File: src/rtl/poly_mod_diff.sv
// poly_mod_diff: pipelined modular difference o = (a - b) mod Q.
// The intermediate a - b + 2*Q is always non-negative and below 4*Q.
// Three conditional subtractions of Q therefore reduce it fully.
// Optional macro POLY_MOD_DIFF_PIPE_EN adds a register after the first
// reduction, which raises the latency from 1 to 2 clocks.
//
// Valid semantics: no ready/backpressure exists. A pair (a, b) is accepted
// on every rising edge where in_valid=1 and rst=0. out_valid=1 marks the
// cycle in which o carries that pair's result, in issue order, one per clock.
// While out_valid=0, o keeps its last value.
module poly_mod_diff #(
    parameter int WIDTH = 12,
    parameter int Q     = 3329
) (
    input  logic             clk,
    input  logic             rst,
    input  logic             in_valid,
    input  logic [WIDTH-1:0] a,
    input  logic [WIDTH-1:0] b,
    output logic             out_valid,
    output logic [WIDTH:0]   o
);

    // Three extra bits hold a + 2*Q without wrapping. The modular wrap of
    // the subtraction cancels because the final sum is non-negative.
    localparam int IW = WIDTH + 3;
    localparam logic [IW-1:0] QX  = IW'(Q);
    localparam logic [IW-1:0] QX2 = IW'(2 * Q);

    function automatic logic [IW-1:0] csub(input logic [IW-1:0] x);
        return (x >= QX) ? (x - QX) : x;
    endfunction

    logic [IW-1:0] diff;
    logic [IW-1:0] r1;
    logic [IW-1:0] s_r1;
    logic          s_val;
    logic [IW-1:0] r3;
    logic          unused_hi;

    // Subtraction with bias, then the first reduction step
    always_comb begin
        diff = {3'b000, a} - {3'b000, b} + QX2;
        r1   = csub(diff);
    end

`ifdef POLY_MOD_DIFF_PIPE_EN
    // Mid-pipeline register. Its valid bit is cleared on reset, so in-flight data is dropped.
    always_ff @(posedge clk) begin
        if (rst) begin
            s_val <= 1'b0;
            s_r1  <= '0;
        end else begin
            s_val <= in_valid;
            if (in_valid) begin
                s_r1 <= r1;
            end
        end
    end
`else
    // Pass-through. The first reduction feeds the final reductions directly.
    always_comb begin
        s_val = in_valid;
        s_r1  = r1;
    end
`endif

    // Final two reduction steps. The result is below Q, so the upper bits are zero.
    always_comb begin
        r3        = csub(csub(s_r1));
        unused_hi = ^r3[IW-1:WIDTH+1];
    end

    // Output register. o only updates on valid results and holds otherwise.
    always_ff @(posedge clk) begin
        if (rst) begin
            out_valid <= 1'b0;
            o         <= '0;
        end else begin
            out_valid <= s_val;
            if (s_val) begin
                o <= r3[WIDTH:0];
            end
        end
    end

endmodule

File: config.mk
export PLATFORM = sky130hd
export DESIGN_NAME = poly_mod_diff
export DESIGN_NICKNAME = d
export VERILOG_FILES = /design/src/rtl/poly_mod_diff.sv
export SDC_FILE = /design/constraint.sdc
export NUM_CORES = 1
export LEC_CHECK = 0
export BUFFER_PORTS_ARGS = -buffer_cell sky130_fd_sc_hd__buf_4
export CORE_MARGIN = 5
export CORE_UTILIZATION = 35
export DETAILED_ROUTE_END_ITERATION = 10
export HOLD_SLACK_MARGIN = 0.12
export PLACE_DENSITY_LB_ADDON = 0.3
export SYNTH_ARGS = -nofsm -noshare
export SYNTH_HDL_FRONTEND = slang
export SYNTH_SLANG_ARGS = --single-unit
File: constraint.sdc
create_clock -name clk -period 13.7 [get_ports clk]
set_input_delay 2.74 -clock clk [delete_from_list [all_inputs] [get_ports clk]]
set_output_delay 2.74 -clock clk [all_outputs]
set_load 0.02 [all_outputs]
==> flow_metrics.py <==
metrics = {
    "power_and_ir_drop": {
        "combPwrFrac_pct": 84.9,
        "netSwitchingFraction_pct": 55.4,
        "p_per_area_nw_per_um2": 159,
        "p_int_uw": 292,
        "seq_power_share_pct": 9.1,
        "p_leak_uw": 0.00161,
        "ir_drop_uv": 78.8,
        "p_clk_share_pct": 6.0,
        "p_switching_uw": 364,
    },
    "floorplan": {
        "core_area_sq_um": 10300,
        "rows": 37,
        "start_util_pct": 35.9,
        "die_area_sq_um": 12700,
        "die_h_um": 113,
        "die_x_um": 113,
        "ios": 41,
    },
    "global_routing": {
        "first_global_vias": 3610,
        "grt_remaining_overflow": 0,
        "grt_first_pass_wirelength_um": 17400,
        "antenna_found_initial": 0,
        "grt_max_degree": 16,
        "grt_usage_pct": 15.7,
    },
    "route": {
        "drtPass1Iterations": 6,
        "drtIter0Drc": 232,
        "num_vias": 3827,
        "drc": 0,
        "wl_per_cell_um": 15.7,
        "post_drt_via_cell_ratio": 5.91,
        "ant_nets": 0,
        "routed_wl_um": 10200,
    },
    "clocking": {
        "cts_tree": "yes",
        "clock_sinks": 14,
        "cts_setup_buffers": 0,
        "cts_hold_buf": 0,
        "ctsRootBufferMaster": "clkbuf_8",
        "ctsResizeCount": 0,
        "clk_pin_slew_ps": 60,
        "clk_path_buf_depth": 2,
        "clock_latency_ps": 240,
        "htreeDepth": 1,
        "numCtsBuffers": 3,
    },
    "place": {
        "placed_cells": 643,
        "routabilityCongestion": 0.942,
        "port_buffers": 40,
        "dp_hpwl_um": 8380,
        "pre_cts_slack_ps": 4010,
    },
    "synth": {
        "synth_top_family_by_area": "compound AO/OA/AOI/OAI gates",
        "yosysWarnings": 0,
        "synth-simple-area-share_pct": 26.4,
        "postSynthCellCount": 481,
        "synth_edf_count": 0,
        "ys_types": 95,
        "synth_xor_area_share_pct": 9.00,
        "async_reset_ff_share_pct": 0,
        "synth_seq_cells": 14,
        "synth_compound_area_share_pct": 40.3,
        "ys.flop_type": "dfxtp_1",
        "syn_area_sq_um": 3690,
        "synth_fa_ha_area_share_pct": 6.99,
        "synth.area.mux_share_pct": 4.75,
        "syn_avg_cell_area_sq_um": 7.66,
        "seq_area_frac_synth_pct": 7.60,
        "synth_nets": 528,
    },
    "critical_path": {
        "end_kind": "register",
        "cp.arrival_ps": 9630,
        "crit_path_top_delay_cell": "a21oi_1",
        "worst_setup_path_start_kind": "primary input",
        "crit_type": "primary input to register",
        "critPathMaxStageDelay_ps": 780,
        "reg2reg_setup_slack_ps": 13020,
        "reg2reg_to": "o[4]",
        "critPathMaxFanout": 11,
        "reg2reg_from": "o[4]",
        "rr_worst_depth": 2,
        "critPathTopFamily": "compound AO/OA/AOI/OAI gates",
        "required_ps": 13850,
        "crit_buf_inv": 5,
    },
    "timing": {
        "skew_ps": 0,
        "rsz0062_at_grt": "false",
        "slew_violations": 0,
        "fmax_ghz": 0.105,
        "final_hold_viol_count": 0,
        "tns_ps": 0,
        "tightest_slew_ps": 904,
        "period_minus_slack_ps": 9480,
        "fin_crit_sh_pct": 69.2,
        "fin_ws_ps": 4220,
        "slew_headroom_pct": 39.7,
        "finalSetupViolCount": 0,
    },
    "layout": {
        "final_cells": 647,
        "final_cell_mix": "43 x nand2_1, 40 x buf_4, 34 x nor2_1",
        "layout.area.seq_sq_um": 280,
        "final_common_cell": "nand2_1",
        "fillers": 1083,
        "multi_input_area_sq_um": 3220,
        "drive_gt1_share_pct": 20.2,
        "syn_to_final_growth_pct": 12.2,
        "nets": 559,
        "insertedDiodeCount": 0,
    },
    "min_path": {
        "hold_class": "register to register",
        "hold_path_depth": 2,
        "holdCritStartpoint": "o[1]",
        "holdPathEnd": "o[1]",
    },
    "run": {
        "drv_cap": 0,
    },
    "status": {
        "outcome": "complete, no violations",
    },
}
[final cells by class]
| class | count | area share (%) |
|---|---|---|
| multi-input cells | 425 | 78.0 |
| repair buffers | 40 | 7.26 |
| flip-flops and latches | 14 | 6.78 |
| well taps | 136 | 4.12 |
| inverters | 28 | 2.54 |
| clock buffers | 4 | 1.33 |
[power groups by stage]
stage | registers, uW | logic [uW] | clock network (uW)
4_1_cts | 59.9 | 555 | 39.9
6_report | 59.6 | 557 | 39.2
5_1_grt | 61.4 | 613 | 42.0
3_5_place_dp | 60.8 | 552 | 0
3_3_place_gp | 60.4 | 548 | 0
2_1_floorplan | 75.9 | 420 | 0
[cells by family after synthesis]
family,count (synthesis)
compound gates,176
fa+ha+maj,20
xor+xnor,34
mux,14
buf+inv,42
simple gates,181
flops,14
[worst reg2reg max path, delay by kind of cell (launching register included)]
family / cells / cell delay, ps
buffers and inverters: 1 / 40
AOI/OAI and AO/OA: 1 / 230
DFF: 1 / 320
[how the worst max path moves through the flow]
stage / startpoint / slack, ps / to / cells after the start
after floorplan: a[0] / 5250 / o[4] / 27
after global placement: a[0] / 4230 / o[4] / 26
after detailed placement: a[0] / 4010 / o[4] / 27
after CTS: a[0] / 4250 / o[4] / 27
after global routing: a[0] / 3630 / o[8] / 26
final: a[0] / 4220 / o[4] / 26
[flip-flops by register name, indices dropped and copies added (netlist names)]
name,flops
o,13
out_valid,1
[Yosys cell counts (all sizes together) (8+ instances only)]
| cell | instances | area, sq um |
|---|---|---|
| a211oi | 11 | 87.6 |
| a21o | 9 | 75.1 |
| a21oi | 25 | 125 |
| a31oi | 10 | 62.6 |
| and2 | 11 | 68.8 |
| and3 | 11 | 73.8 |
| clkbuf | 8 | 30.0 |
| dfxtp | 14 | 280 |
| ha | 19 | 238 |
| inv | 27 | 101 |
| nand2 | 43 | 161 |
| nand3 | 15 | 75.1 |
| nor2 | 35 | 134 |
| nor3 | 15 | 97.6 |
| o211ai | 10 | 75.1 |
| o21a | 10 | 82.6 |
| o21ai | 29 | 171 |
| o31ai | 8 | 120 |
| or2 | 14 | 87.6 |
| xnor2 | 21 | 191 |
| xor2 | 13 | 140 |
[per-stage QoR]
stage          total power, uW  utilization, %  cell area [sq um]  hold slack, ps
6_report                   656            40.2               4130             460
5_1_grt                    716            40.2               4130             493
4_1_cts                    655            40.2               4130             463
3_5_place_dp               613            39.7               4080             456
3_3_place_gp               608            39.7               4080             450
2_1_floorplan              495               -               3690             541
[layer usage]
layer  global-route usage (%)  share of wire, %
met1                     20.4                45
met2                     28.3                49
met3                    0.755               3.9
met4                     4.09               1.8
met5                        0                 0
(Power assumes the default switching activity.)
